**config.mk**
```make
export PLATFORM = sky130hd
export DESIGN_NAME = block_grid_flat
export DESIGN_NICKNAME = d
export VERILOG_FILES = /design/src/rtl/block_grid_pkg.sv /design/src/rtl/block_grid_if.sv /design/src/rtl/block_grid_pattern_gen.sv /design/src/rtl/block_grid.sv /design/src/flat_wrapper.sv
export SDC_FILE = /design/constraint.sdc
export NUM_CORES = 1
export LEC_CHECK = 0
export CORE_MARGIN = 5
export CORE_UTILIZATION = 26
export DETAILED_ROUTE_END_ITERATION = 10
export PLACE_DENSITY_LB_ADDON = 0.12
export SYNTH_ARGS = -nofsm -noshare
export SYNTH_HDL_FRONTEND = slang
export SYNTH_HIERARCHICAL = 1
export SYNTH_SLANG_ARGS = --single-unit
```
**constraint.sdc**
```tcl
create_clock -name clk -period 12.7 [get_ports clk]
set_clock_uncertainty 0.05 [all_clocks]
set_input_delay 2.54 -clock clk [delete_from_list [all_inputs] [get_ports clk]]
set_output_delay 2.54 -clock clk [all_outputs]
set_load 0.02 [all_outputs]
```
**src/rtl/block_grid_pkg.sv**
```systemverilog
// Shared types and helpers for the brick-state store.
// The level patterns are defined here so that the reset image and the loader agree.
package block_grid_pkg;

  localparam int MAX_COLS = 64;

  typedef enum logic [1:0] {
    PAT_STAIR   = 2'd0,
    PAT_FULL    = 2'd1,
    PAT_CHECKER = 2'd2,
    PAT_EMPTY   = 2'd3
  } pattern_t;

  typedef enum logic {
    ST_IDLE = 1'b0,
    ST_LOAD = 1'b1
  } state_t;

  // Rows 0 and 1 are kept empty in every pattern to leave headroom under the top wall.
  function automatic logic [MAX_COLS-1:0] pattern_row(input pattern_t pattern, input int r,
                                                      input int ncols);
    logic [MAX_COLS-1:0] bits;
    bits = '0;
    for (int c = 0; c < MAX_COLS; c++) begin
      if (r >= 2 && c < ncols) begin
        case (pattern)
          PAT_STAIR:   bits[c] = (c < r - 1);
          PAT_FULL:    bits[c] = 1'b1;
          PAT_CHECKER: bits[c] = (((r + c) % 2) == 1);
          default:     bits[c] = 1'b0;
        endcase
      end
    end
    return bits;
  endfunction

  function automatic int popcount(input logic [MAX_COLS-1:0] v);
    int n;
    n = 0;
    for (int i = 0; i < MAX_COLS; i++) begin
      if (v[i]) n++;
    end
    return n;
  endfunction

  function automatic int pattern_total(input pattern_t pattern, input int nrows, input int ncols);
    int total;
    total = 0;
    for (int r = 0; r < nrows; r++) begin
      total += popcount(pattern_row(pattern, r, ncols));
    end
    return total;
  endfunction

endpackage

```
**src/rtl/block_grid_if.sv**
```systemverilog
// Bus between the brick store, the collision unit and the row renderer.
interface block_grid_if #(
  parameter int NUM_ROWS = 15,
  parameter int NUM_COLS = 13
);
  localparam int ROW_W = $clog2(NUM_ROWS);
  localparam int COL_W = $clog2(NUM_COLS);
  localparam int CNT_W = $clog2(NUM_ROWS * NUM_COLS + 1);

  logic [NUM_COLS-1:0] line;
  logic [ROW_W-1:0]    line_row;
  logic                next_line;
  logic                write_line;
  logic [NUM_COLS-1:0] new_line;
  logic                hit_valid;
  logic [ROW_W-1:0]    hit_row;
  logic [COL_W-1:0]    hit_col;
  logic                hit_ready;
  logic                hit_done;
  logic                hit_was_set;
  logic                load_start;
  logic [1:0]          load_pattern;
  logic                busy;
  logic [CNT_W-1:0]    blocks_left;
  logic                cleared;

  modport master (
    input  line, line_row, hit_ready, hit_done, hit_was_set, busy, blocks_left, cleared,
    output next_line, write_line, new_line, hit_valid, hit_row, hit_col, load_start, load_pattern
  );

  modport slave (
    output line, line_row, hit_ready, hit_done, hit_was_set, busy, blocks_left, cleared,
    input  next_line, write_line, new_line, hit_valid, hit_row, hit_col, load_start, load_pattern
  );

endinterface

```
**src/rtl/block_grid_pattern_gen.sv**
```systemverilog
// Combinational level-pattern source: one row of bricks and its brick count.
module block_grid_pattern_gen
  import block_grid_pkg::*;
#(
  parameter int NUM_ROWS = 15,
  parameter int NUM_COLS = 13,
  localparam int ROW_W = $clog2(NUM_ROWS),
  localparam int CNT_W = $clog2(NUM_ROWS * NUM_COLS + 1)
) (
  input  pattern_t            pattern,
  input  logic [ROW_W-1:0]    row,
  output logic [NUM_COLS-1:0] bits,
  output logic [CNT_W-1:0]    count
);

  logic [MAX_COLS-1:0] full_bits;

  always_comb begin
    full_bits = pattern_row(pattern, int'(row), NUM_COLS);
    bits      = full_bits[NUM_COLS-1:0];
    count     = CNT_W'(popcount(full_bits));
  end

endmodule

```
**src/rtl/block_grid.sv**
```systemverilog
// Brick-state store: row-scan readout for the renderer, addressed hit clear,
// live-brick counter and a one-row-per-cycle level loader.
module block_grid
  import block_grid_pkg::*;
#(
  parameter int NUM_ROWS = 15,
  parameter int NUM_COLS = 13
) (
  input logic         clk,
  input logic         nRst,
  block_grid_if.slave bus
);

  localparam int ROW_W = $clog2(NUM_ROWS);
  localparam int CNT_W = $clog2(NUM_ROWS * NUM_COLS + 1);
  localparam logic [CNT_W-1:0] STAIR_TOTAL = CNT_W'(pattern_total(PAT_STAIR, NUM_ROWS, NUM_COLS));
  localparam logic [ROW_W-1:0] LAST_ROW    = ROW_W'(NUM_ROWS - 1);

  state_t              state_q, state_d;
  pattern_t            pattern_q;
  logic [ROW_W-1:0]    load_row_q;
  logic [ROW_W-1:0]    scan_q;
  logic [NUM_COLS-1:0] rows_q [NUM_ROWS];
  logic [CNT_W-1:0]    blocks_q;
  logic                hit_done_q;
  logic                hit_was_set_q;

  logic                idle;
  logic                hit_accept;
  logic                hit_in_range;
  logic                hit_old;
  logic                hit_clear;
  logic                write_en;
  logic [NUM_COLS-1:0] cur_row;
  logic [NUM_COLS-1:0] gen_bits;
  logic [CNT_W-1:0]    gen_count;
  logic [CNT_W-1:0]    write_delta;
  logic [CNT_W-1:0]    hit_dec;

  block_grid_pattern_gen #(
    .NUM_ROWS (NUM_ROWS),
    .NUM_COLS (NUM_COLS)
  ) u_pattern_gen (
    .pattern (pattern_q),
    .row     (load_row_q),
    .bits    (gen_bits),
    .count   (gen_count)
  );

  always_ff @(posedge clk or negedge nRst) begin
    if (!nRst) state_q <= ST_IDLE;
    else       state_q <= state_d;
  end

  always_comb begin
    state_d = state_q;
    case (state_q)
      ST_IDLE: if (bus.load_start) state_d = ST_LOAD;
      ST_LOAD: if (load_row_q == LAST_ROW) state_d = ST_IDLE;
      default: state_d = ST_IDLE;
    endcase
  end

  always_comb begin
    idle          = (state_q == ST_IDLE);
    bus.busy      = (state_q == ST_LOAD);
    bus.hit_ready = idle & ~bus.load_start;
  end

  // A write to the hit's row takes the whole row, so the hit's clear and decrement are dropped.
  always_comb begin
    cur_row      = rows_q[scan_q];
    hit_accept   = bus.hit_valid & bus.hit_ready;
    hit_in_range = (int'(bus.hit_row) < NUM_ROWS) && (int'(bus.hit_col) < NUM_COLS);
    hit_old      = hit_in_range ? rows_q[bus.hit_row][bus.hit_col] : 1'b0;
    write_en     = idle & ~bus.load_start & bus.write_line;
    hit_clear    = hit_accept & hit_in_range & ~(write_en && (bus.hit_row == scan_q));
    write_delta  = write_en ? CNT_W'(popcount(MAX_COLS'(bus.new_line)))
                              - CNT_W'(popcount(MAX_COLS'(cur_row)))
                            : '0;
    hit_dec      = (hit_clear && hit_old) ? CNT_W'(1) : '0;
  end

  always_ff @(posedge clk or negedge nRst) begin
    if (!nRst) begin
      for (int r = 0; r < NUM_ROWS; r++) begin
        rows_q[r] <= NUM_COLS'(pattern_row(PAT_STAIR, r, NUM_COLS));
      end
      scan_q        <= '0;
      load_row_q    <= '0;
      pattern_q     <= PAT_STAIR;
      blocks_q      <= STAIR_TOTAL;
      hit_done_q    <= 1'b0;
      hit_was_set_q <= 1'b0;
    end else begin
      hit_done_q    <= hit_accept;
      hit_was_set_q <= hit_accept & hit_old;
      if (state_q == ST_LOAD) begin
        rows_q[load_row_q] <= gen_bits;
        blocks_q           <= blocks_q + gen_count;
        load_row_q         <= load_row_q + 1'b1;
        if (load_row_q == LAST_ROW) scan_q <= '0;
      end else if (bus.load_start) begin
        pattern_q  <= pattern_t'(bus.load_pattern);
        blocks_q   <= '0;
        load_row_q <= '0;
      end else begin
        if (hit_clear) rows_q[bus.hit_row][bus.hit_col] <= 1'b0;
        if (write_en)  rows_q[scan_q] <= bus.new_line;
        blocks_q <= blocks_q + write_delta - hit_dec;
        if (bus.next_line) scan_q <= (scan_q == LAST_ROW) ? '0 : scan_q + 1'b1;
      end
    end
  end

  assign bus.line        = cur_row;
  assign bus.line_row    = scan_q;
  assign bus.hit_done    = hit_done_q;
  assign bus.hit_was_set = hit_was_set_q;
  assign bus.blocks_left = blocks_q;
  assign bus.cleared     = (blocks_q == '0) & ~bus.busy;

endmodule

```
**src/flat_wrapper.sv**
```systemverilog
// flat-port wrapper written by rule: the top's interface ports become plain ports
module block_grid_flat import block_grid_pkg::*;
#(
  parameter int NUM_ROWS = 15,
  parameter int NUM_COLS = 13
)
  (clk, nRst, bus_line, bus_line_row, bus_hit_ready, bus_hit_done, bus_hit_was_set, bus_busy, bus_blocks_left, bus_cleared, bus_next_line, bus_write_line, bus_new_line, bus_hit_valid, bus_hit_row, bus_hit_col, bus_load_start, bus_load_pattern);
  block_grid_if #(.NUM_ROWS(NUM_ROWS), .NUM_COLS(NUM_COLS)) bus_i ();
  input logic clk;
  input logic nRst;
  output wire logic [$bits(bus_i.line)-1:0] bus_line;
  output wire logic [$bits(bus_i.line_row)-1:0] bus_line_row;
  output wire logic [$bits(bus_i.hit_ready)-1:0] bus_hit_ready;
  output wire logic [$bits(bus_i.hit_done)-1:0] bus_hit_done;
  output wire logic [$bits(bus_i.hit_was_set)-1:0] bus_hit_was_set;
  output wire logic [$bits(bus_i.busy)-1:0] bus_busy;
  output wire logic [$bits(bus_i.blocks_left)-1:0] bus_blocks_left;
  output wire logic [$bits(bus_i.cleared)-1:0] bus_cleared;
  input wire logic [$bits(bus_i.next_line)-1:0] bus_next_line;
  input wire logic [$bits(bus_i.write_line)-1:0] bus_write_line;
  input wire logic [$bits(bus_i.new_line)-1:0] bus_new_line;
  input wire logic [$bits(bus_i.hit_valid)-1:0] bus_hit_valid;
  input wire logic [$bits(bus_i.hit_row)-1:0] bus_hit_row;
  input wire logic [$bits(bus_i.hit_col)-1:0] bus_hit_col;
  input wire logic [$bits(bus_i.load_start)-1:0] bus_load_start;
  input wire logic [$bits(bus_i.load_pattern)-1:0] bus_load_pattern;
  assign bus_line = bus_i.line;
  assign bus_line_row = bus_i.line_row;
  assign bus_hit_ready = bus_i.hit_ready;
  assign bus_hit_done = bus_i.hit_done;
  assign bus_hit_was_set = bus_i.hit_was_set;
  assign bus_busy = bus_i.busy;
  assign bus_blocks_left = bus_i.blocks_left;
  assign bus_cleared = bus_i.cleared;
  assign bus_i.next_line = bus_next_line;
  assign bus_i.write_line = bus_write_line;
  assign bus_i.new_line = bus_new_line;
  assign bus_i.hit_valid = bus_hit_valid;
  assign bus_i.hit_row = bus_hit_row;
  assign bus_i.hit_col = bus_hit_col;
  assign bus_i.load_start = bus_load_start;
  assign bus_i.load_pattern = bus_load_pattern;
  block_grid #(.NUM_ROWS(NUM_ROWS), .NUM_COLS(NUM_COLS)) u_core (.clk(clk), .nRst(nRst), .bus(bus_i));
endmodule
```
**After elaboration in Yosys (flattened, before gate mapping)**

Cells that the tools add are included.

- Flip-flop bits (word level): 216
- Bits of input ports: 29
- Output and inout port bits: 30
- Logic and storage cells: 264

- $add $sub $neg: 55
- Order comparisons: 24
- Equal/unequal tests: 19
- Mux-type cells: 104
- Bitwise gates (word level): 27
- Reductions and logical operators: 13

Operators with widths:

| kind | number |
|---|---|
| 2-to-1 mux 195 bit | 6 |
| bitwise mux 195 bit | 2 |
| 2-to-1 mux 8 bit | 38 |
| adder 8 x 2 -> 8 bit, second input constant | 32 |
| AND 195 bit | 1 |
| inverter 195 bit | 1 |
| demux 13 bit (select 4 bit) | 3 |
| binary-select mux 13 bit (select 4 bit) | 2 |
| 2-to-1 mux 13 bit | 7 |
| case mux 1 bit (3 select lines) | 13 |
| 2-to-1 mux 4 bit | 7 |
| equality test 2 bit, second input constant | 13 |
| less-than comparator 5 bit, first input constant | 5 |
| 2-to-1 mux 1 bit | 22 |
| less-than comparator 4 x 5 -> 1 bit, first input constant | 4 |
| adder 8 bit | 2 |
| subtractor 8 bit | 2 |
| >= comparator 5 bit, second input constant | 3 |
| less-than comparator 5 x 1 -> 1 bit, second input constant | 3 |
| inverter 4 -> 5 bit | 3 |
| adder 1 bit, second input constant | 12 |
| AND 1 bit, first input constant | 12 |
| less-than comparator 3 x 5 -> 1 bit, first input constant | 2 |
| adder 4 x 1 -> 4 bit, second input constant | 2 |
| other kinds (26) | 45 |

**Depth between registers and ports, before layout**

Gate-level depths: netlist of run 1.

- Depth after elaboration: 35
- Mapped depth: 60
- Depth with buffers taken out: 53

**Hierarchy**

Netlist of run 1, hierarchy kept.

Modules (own cells, without submodules):

| module | times used | cells an instance | area an instance (um^2) | sequential area each (um^2) |
|---|---|---|---|---|
| block_grid | 1 | 2289 | 19154.6 | 5525.3 |
| block_grid_pattern_gen | 1 | 285 | 2068.2 | 0.0 |

**Least setup slack after synthesis of run 1**

No wires, ideal clock.

- Path type: flip-flop to flip-flop
- From: register u_core.scan_q[1], in the netlist u_core/bus.line_row[1]
- To: register u_core.blocks_q[7], in the netlist u_core/bus.blocks_left[7]
- Library setup time: 0.133 ns
- Data arrival time: 11.361 ns
- Data required time: 12.517 ns
- Path slack: 1.156 ns
- Cell stages (with the launch flop): 56
- Buffers on the path: 8
- Clock period less this slack: 11.544 ns
- Cell sequence: dfrtp_1 buf_6 buf_6 buf_2 buf_2 buf_1 clkbuf_1 buf_1 buf_1 mux4_2 a211oi_1 a21o_1 ha_1 xor2_4 inv_2 ha_1 nand2_1 nand2_1 (+20 left out) mux2i_1 inv_1 ha_1 a21oi_1 ha_1 a21o_1 a21o_1 xor2_1 nand2_1 ha_1 inv_1 ha_1 a21o_1 a21oi_1 o21bai_1 a21oi_1 xnor2_1 o21ai_0

- Cells in the longest elaborated chain, start to end: 35
- Elaborated cells on any way between the ends: 41
- Classes of those cells: add/sub: 15; eq/ne: 1; mux: 20; bitwise: 3; reduce/logical: 2

RTL lines:

| what | line | text |
|---|---|---|
| from (decl) | block_grid.sv:22 | `logic [ROW_W-1:0] scan_q;` |
| from (signal assigned) | block_grid.sv:111 | `if (bus.next_line) scan_q <= (scan_q == LAST_ROW) ? '0 : scan_q + 1'b1;` |
| inverter 4 -> 5 bit (not written as such) | block_grid.sv:72 | `cur_row = rows_q[scan_q];` |
| binary-select mux 13 bit (select 4 bit) | block_grid.sv:72 |  |
| 2-to-1 mux 13 bit (not written as such) (2 in series) | block_grid.sv:72 |  |
| 2-to-1 mux 1 bit | block_grid_pkg.sv:41 | `if (v[i]) n++;` |
| adder 1 x 1 -> 2 bit | block_grid_pkg.sv:41 |  |
| 2-to-1 mux 2 bit | block_grid_pkg.sv:41 |  |
| adder 2 x 1 -> 3 bit | block_grid_pkg.sv:41 |  |
| 2-to-1 mux 8 bit | block_grid_pkg.sv:41 |  |
| (+18 left out) | n/a |  |
| adder 8 x 2 -> 8 bit | block_grid_pkg.sv:41 |  |
| 2-to-1 mux 8 bit | block_grid_pkg.sv:41 |  |
| subtractor 8 bit | block_grid.sv:79 | `- CNT_W'(popcount(MAX_COLS'(cur_row)))` |
| 2-to-1 mux 8 bit | block_grid.sv:78 | `write_delta = write_en ? CNT_W'(popcount(MAX_COLS'(bus.new_line)))` |
| adder 8 bit | block_grid.sv:110 | `blocks_q <= blocks_q + write_delta - hit_dec;` |
| subtractor 8 bit * | block_grid.sv:110 |  |
| 2-to-1 mux 8 bit * | block_grid.sv:103 | `end else if (bus.load_start) begin` |
| 2-to-1 mux 8 bit * | block_grid.sv:98 | `if (state_q == ST_LOAD) begin` |
| to (signal assigned) | block_grid.sv:100 | `blocks_q <= blocks_q + gen_count;` |
| to (signal assigned) | block_grid.sv:110 |  |
| to (decl) | block_grid.sv:24 | `logic [CNT_W-1:0] blocks_q;` |

Every way passes the cells marked *; elsewhere a longest branch is shown, timed or not. The select of a mux whose other input is x is not followed.
A chain may end at the register's enable or synchronous reset.

**Worst setup path in the final report of run 1**

- From: input port bus_new_line[0]
- To: register u_core.blocks_q[7], in the netlist u_core/bus.blocks_left[7]

- Cells in the longest elaborated chain, start to end: 31

RTL lines:

| what | line | text |
|---|---|---|
| from (decl) | flat_wrapper.sv:21 | `input wire logic [$bits(bus_i.new_line)-1:0] bus_new_line;` |
| 2-to-1 mux 1 bit * | block_grid_pkg.sv:41 |  |
| adder 1 x 1 -> 2 bit | block_grid_pkg.sv:41 |  |
| 2-to-1 mux 8 bit * | block_grid_pkg.sv:41 |  |
| adder 8 x 2 -> 8 bit | block_grid_pkg.sv:41 |  |
| 2-to-1 mux 8 bit * | block_grid_pkg.sv:41 |  |
| adder 8 x 2 -> 8 bit | block_grid_pkg.sv:41 |  |
| 2-to-1 mux 8 bit * | block_grid_pkg.sv:41 |  |
| adder 8 x 2 -> 8 bit | block_grid_pkg.sv:41 |  |
| (+15 left out) | n/a |  |
| adder 8 x 2 -> 8 bit | block_grid_pkg.sv:41 |  |
| 2-to-1 mux 8 bit * | block_grid_pkg.sv:41 |  |
| subtractor 8 bit * | block_grid.sv:79 |  |
| 2-to-1 mux 8 bit * | block_grid.sv:78 |  |
| adder 8 bit * | block_grid.sv:110 |  |
| subtractor 8 bit * | block_grid.sv:110 |  |
| 2-to-1 mux 8 bit * | block_grid.sv:103 |  |
| 2-to-1 mux 8 bit * | block_grid.sv:98 |  |

Every way passes the cells marked *; elsewhere a longest branch is shown, timed or not.

==> results of run 1 <==
critical path: cells and delay by family:
kind / cells / cell delay (ns)
mux: 4 / 0.93
compound gates: 12 / 1.94
fa+ha+maj: 14 / 4.46
buf+inv: 7 / 0.92
simple gates: 8 / 0.77
xor+xnor: 2 / 0.30
synth_stat cells (8+ instances only):
library cell,number,area [µm²]
a211oi_1,10,75.07
a21o_1,19,142.6
a21oi_1,237,1186
a22oi_1,201,1509
a31oi_1,11,68.82
and2_1,21,131.4
buf_1,18,67.56
clkbuf_1,182,683.2
dfrtp_1,120,3003
dfstp_2,96,2522
ha_1,70,875.8
inv_1,76,285.3
mux2_2,17,191.4
mux2i_1,45,450.4
mux4_2,88,1982
nand2_1,142,533.0
nand2b_1,21,131.4
nand3_1,40,200.2
nand4_1,21,131.4
nor2_1,282,1059
nor2b_1,24,150.1
nor3_1,25,125.1
o211ai_1,12,90.09
o21a_1,8,60.06
o21ai_0,446,2232
o31ai_1,10,75.07
or2_2,8,50.05
xnor2_1,66,578.1
xor2_1,38,332.8
logic make-up after synthesis:
logic type,share of synthesized area
buffers and inverters,0.05772
AOI/OAI and AO/OA,0.3033
xor gates and xnor gates,0.06308
adders and majority gates,0.04551
muxes,0.1268
and+or+nand+nor,0.1431
other,0.0001767
DFF,0.2603
per-stage QoR:
stage / hold slack [ns] / std cells / area [µm²] / setup slack (ns)
after floorplan: 0.4434 / 2574 / 21220 / 1.156
after global placement: 0.4746 / 3561 / 22980 / 0.6494
after detailed placement: 0.4879 / 3561 / 22980 / 0.5486
after CTS: 0.5011 / 3617 / 23930 / 1.138
after global routing: 0.5311 / 3617 / 23930 / 0.5621
final: 0.4974 / 3617 / 23930 / 1.198
state kept, by name, indices dropped and copies added, names as in the netlist:
name	count
u_core/bus.blocks_left	8
u_core/bus.busy	1
u_core/bus.hit_done	1
u_core/bus.hit_was_set	1
u_core/bus.line_row	4
u_core/load_row_q	4
u_core/pattern_q	2
u_core/rows_q	195
path summary, 6_finish.rpt:
path,startpoint,end,cells past startpoint
worst min register to register,u_core/rows_q[49]$_DFFE_PN0P_,u_core/rows_q[49]$_DFFE_PN0P_,2
max in group asynchronous,nRst,u_core/pattern_q[1]$_DFFE_PN0P_,2
min in group asynchronous,nRst,u_core/rows_q[38]$_DFFE_PN0P_,1
worst max register to register,u_core/bus.line_row[0]$_DFFE_PN0P_,u_core/bus.blocks_left[7]$_DFF_PN0_,48
worst max-delay path,bus_new_line[0],u_core/bus.blocks_left[7]$_DFF_PN0_,47
worst min-delay path,u_core/rows_q[49]$_DFFE_PN0P_,u_core/rows_q[49]$_DFFE_PN0P_,2
cell type report:
cell class                 instances  area [µm²]  share of cell area
sequential                       216        5533              0.2312
clock inverter                     8       67.56            0.002824
inverter                          81       311.5             0.01302
multi-input combinational       2058       14570              0.6090
tap                             1060        1326             0.05543
timing repair buffer             146        1239             0.05177
clock buffer                      48       878.3             0.03671
cells in the final DEF (no fill, tap or decap), types with 24 or more instances in the layout:
master	Yosys	routed
a21oi_1	237	235
a22oi_1	201	201
buf_4	4	89
clkbuf_16	0	30
clkdlybuf4s50_1	0	55
dfrtp_1	120	116
dfstp_2	96	96
ha_1	70	70
inv_1	76	76
mux2i_1	45	45
mux4_2	88	88
nand2_1	142	142
nand3_1	40	40
nor2_1	282	269
nor2b_1	24	24
o21ai_0	446	445
xnor2_1	66	66
xor2_1	38	38
layer usage:
metal  track usage  wire (µm)  up-vias
met5             0         27        -
met4       0.08452       4615        4
met1        0.3028      43500    10690
li1              -          -     9456
met3       0.04344       7599      215
met2        0.3515      44370      964
==> flow_metrics.tcl, run 1 <==
set metrics [dict create \
    final_hold_viol_count 0 \
    cp-start-kind "primary input" \
    cts_buffers 30 \
    crit_required_ns 13.09 \
    hpwl_um 69150 \
    cp_common_cell "ha_1" \
    die_w_um 295.7 \
    syn_area_per_cell_um2 8.245 \
    core-area_mm2 0.08068 \
    cts.sinks 216 \
    r2r_slack_ns 1.55 \
    syn_inst 2574 \
    grt_max_degree 113 \
    rsz0062_at_grt "false" \
    start_util 0.2631 \
    async_flop_share 1.000 \
    fin_crit_sh 0.9057 \
    path_max_fanout 4 \
    io_pins 59 \
    drtIter0Drc 1799 \
    syn2layout_area_growth_pct 12.75 \
    crit_type "primary input to flop" \
    fillers 8524 \
    path_clk_slew_ns 0.06 \
    dieArea_mm2 0.08744 \
    cts_setup_buffers 0 \
    via_per_inst 5.898 \
    fin_crit_ns 11.50 \
    fin_tns_setup_ns 0 \
    maxSlewHeadroom 0.1039 \
    antenna_found_initial 6 \
    nets 2635 \
    fmax_mhz 86.94 \
    fp-row-count 104 \
    grt_pass1_wl_um 146900 \
    hold_path_class "flop to flop" \
    cts_buffer_depth 3 \
    synth_cell_type_count 121 \
    first_global_vias 20870 \
    synth-main-ff-cell "dfrtp_1" \
    crit_path_max_incr_delay_ns 0.53 \
    overflow 0 \
    drt-total-wl_um 100100 \
    yosys_register_bits 216 \
    cts-root-buf "clkbuf_16" \
    die_h_um 295.7 \
    crit_path_end_kind "flop" \
    status "completed" \
    wl_per_cell_um 27.68 \
    cts_resized 0 \
    groute.usage.overall 0.2225 \
    synth_warnings 6 \
    htree_levels 1 \
    drcViolationCount 0 \
    diodes 0 \
    io_buffer_count 58 \
    final_core_util 0.2966 \
    crit_path_top_delay_cell "fa_1" \
    insertion_delay_ns 0.63 \
    syn-num-nets 2676 \
    cts_tree "done" \
    synth_area_mm2 0.02122 \
    setup-violations-final 0 \
    ant_nets 0 \
    drv_cap 0 \
    cts_hold_buf 0 \
    seq_area_frac_synth 0.2603 \
    dr.pass1.iters 7 \
    drive_above_1_share 0.1693 \
    place.gp.congestion 0.8901 \
    synth_edf_count 0 \
    tightest_slew_ns 1.343 \
    report.final.slew_viol_count 0 \
    vias 21330 \
    cp.arrival_ns 11.89 \
]
Power of run 1 is left out: the tool's default activity adds up to more than one toggle a clock period on the data nets, which glitch-free logic cannot reach.
==> run 2: changes to the inputs <==
--- a/config.mk
+++ b/config.mk
@@ -9,6 +9,7 @@
 export CORE_UTILIZATION = 26
 export DETAILED_ROUTE_END_ITERATION = 10
 export PLACE_DENSITY_LB_ADDON = 0.12
+export SKIP_LAST_GASP = 1
 export SYNTH_ARGS = -nofsm -noshare
 export SYNTH_HDL_FRONTEND = slang
 export SYNTH_HIERARCHICAL = 1
==> results of run 2 <==
Final layout, timing and power as in run 1 (identical DEF).
Power of run 2 is left out for the same reason.
==> run 3: changes to the inputs <==
--- a/config.mk
+++ b/config.mk
@@ -8,8 +8,10 @@
 export CORE_MARGIN = 5
 export CORE_UTILIZATION = 26
 export DETAILED_ROUTE_END_ITERATION = 10
+export MAX_ROUTING_LAYER = met4
 export PLACE_DENSITY_LB_ADDON = 0.12
 export SKIP_LAST_GASP = 1
+export SLEW_MARGIN = 30
 export SYNTH_ARGS = -nofsm -noshare
 export SYNTH_HDL_FRONTEND = slang
 export SYNTH_HIERARCHICAL = 1
==> run 3 against run 2 <==
Sequential share of layout area is 0.12 points lower. Worst setup slack gained 0.0049 ns. Non-clock buffer count is 2 higher. Critical path depth is the same. Utilization is 0.15 points higher. First-iteration DRC count grew 9.2%. Hold slack improved by 0.0076 ns. Final area is 0.51% higher. Largest cell class unchanged. Critical endpoint unchanged. Sequential cell count unchanged. Register-to-register slack improved by 0.08 ns. Die area is the same. Clock-buffer cell count rose by 5.
==> flow_metrics.tcl, run 3 (synthesized netlist as in run 1, its figures left out) <==
set metrics [dict create \
    hold_path_class "flop to flop" \
    final_cell_mix "o21ai_0 (445), nor2_1 (267), a21oi_1 (235), a22oi_1 (201), nand2_1 (142)" \
    cp_common_cell "ha_1" \
    start_util 0.2631 \
    status "completed" \
    cts_buffers 31 \
    wl_per_cell_um 27.58 \
    cts_buffer_depth 3 \
    cts_hold_buf 0 \
    final_hold_viol_count 0 \
    largest_reg_flops 195 \
    drv_cap 0 \
    die_w_um 295.7 \
    diodes 0 \
    cp-start-kind "primary input" \
    drcViolationCount 0 \
    dieArea_mm2 0.08744 \
    syn2layout_area_growth_pct 13.32 \
    place.gp.congestion 0.9051 \
    core-area_mm2 0.08068 \
    crit_path_end_kind "flop" \
    pre_cts_ws_ns 0.5417 \
    fmax_mhz 86.98 \
    path_clk_slew_ns 0.06 \
    regMostFlops "u_core/rows_q" \
    cts_tree "done" \
    cp.arrival_ns 11.89 \
    drt-total-wl_um 99850 \
    layout_setup_ws_ns 1.203 \
    grt_pass1_wl_um 147200 \
    first_global_vias 20780 \
    fin_crit_sh 0.9053 \
    grt_max_degree 95 \
    dr.pass1.iters 6 \
    overflow 0 \
    fillers 8570 \
    maxSlewHeadroom 0.2733 \
    tightest_slew_ns 1.089 \
    cts-root-buf "clkbuf_16" \
    crit_path_top_delay_cell "clkdlybuf4s50_1" \
    final_common_cell "o21ai_0" \
    crit_path_max_incr_delay_ns 0.51 \
    die_h_um 295.7 \
    report.final.slew_viol_count 0 \
    path_max_fanout 4 \
    groute.usage.overall 0.2290 \
    drtIter0Drc 1965 \
    ant_nets 0 \
    cts_resized 0 \
    fin_tns_setup_ns 0 \
    crit_type "primary input to flop" \
    io_pins 59 \
    fin_crit_ns 11.50 \
    fp-row-count 104 \
    hpwl_um 69490 \
    setup-violations-final 0 \
    drive_above_1_share 0.1719 \
    via_per_inst 5.892 \
    insertion_delay_ns 0.61 \
    io_buffer_count 58 \
    htree_levels 1 \
    cts.sinks 216 \
    vias 21330 \
    nets 2638 \
    crit_required_ns 13.09 \
    cts_setup_buffers 0 \
    antenna_found_initial 1 \
    rsz0062_at_grt "false" \
]
-- run 3: path summary, 6_finish.rpt --
check,from,to,slack (ns),cells past startpoint
max in group asynchronous,nRst,u_core/rows_q[112]$_DFFE_PN0P_,9.11,3
hold reg to reg,u_core/rows_q[157]$_DFFE_PN0P_,u_core/rows_q[157]$_DFFE_PN0P_,0.51,2
min in group asynchronous,nRst,u_core/rows_q[38]$_DFFE_PN0P_,1.81,1
setup / recovery,bus_new_line[0],u_core/bus.blocks_left[7]$_DFF_PN0_,1.20,47
setup reg to reg,u_core/bus.line_row[0]$_DFFE_PN0P_,u_core/bus.blocks_left[7]$_DFF_PN0_,1.63,48
hold / removal,u_core/rows_q[157]$_DFFE_PN0P_,u_core/rows_q[157]$_DFFE_PN0P_,0.51,2
-- run 3: final cells by class --
| cell class | instances | area (µm²) | share of cell area |
|---|---|---|---|
| Inverter | 81 | 311.5 | 0.01295 |
| Clock buffer | 53 | 928.4 | 0.03860 |
| Sequential cell | 216 | 5533 | 0.2300 |
| Clock inverter | 4 | 62.56 | 0.002601 |
| Timing Repair Buffer | 148 | 1281 | 0.05327 |
| Tap cell | 1060 | 1326 | 0.05514 |
| Multi-Input combinational cell | 2058 | 14610 | 0.6074 |
-- run 3: stage by stage --
stage	hold slack, ns	utilization	instance area, µm²	cells
2_1_floorplan	0.4434	-	21220	2574
3_3_place_gp	0.4746	0.2849	22980	3561
3_5_place_dp	0.4879	0.2857	23050	3563
4_1_cts	0.5002	0.2979	24040	3620
5_1_grt	0.5373	0.2981	24050	3620
6_report	0.5050	0.2981	24050	3620
-- run 3: worst max-delay path, delay by kind of cell --
kind                     cells  cell delay (ns)
multiplexers                 4             0.93
AND/OR/NAND/NOR              8             0.81
AO/OA/AOI/OAI               11             1.83
adder cells (fa/ha/maj)     14             4.45
buffers and inverters        7             0.90
XOR/XNOR                     3             0.45
-- run 3: layer usage --
metal,global-route usage,wire length (µm),vias to the layer above
met5,-,0,-
met4,0.07674,4085,0
met3,0.04261,7760,202
met2,0.3538,44960,959
met1,0.3040,43040,10710
li1,-,-,9457
Power of run 3 is left out for the same reason.
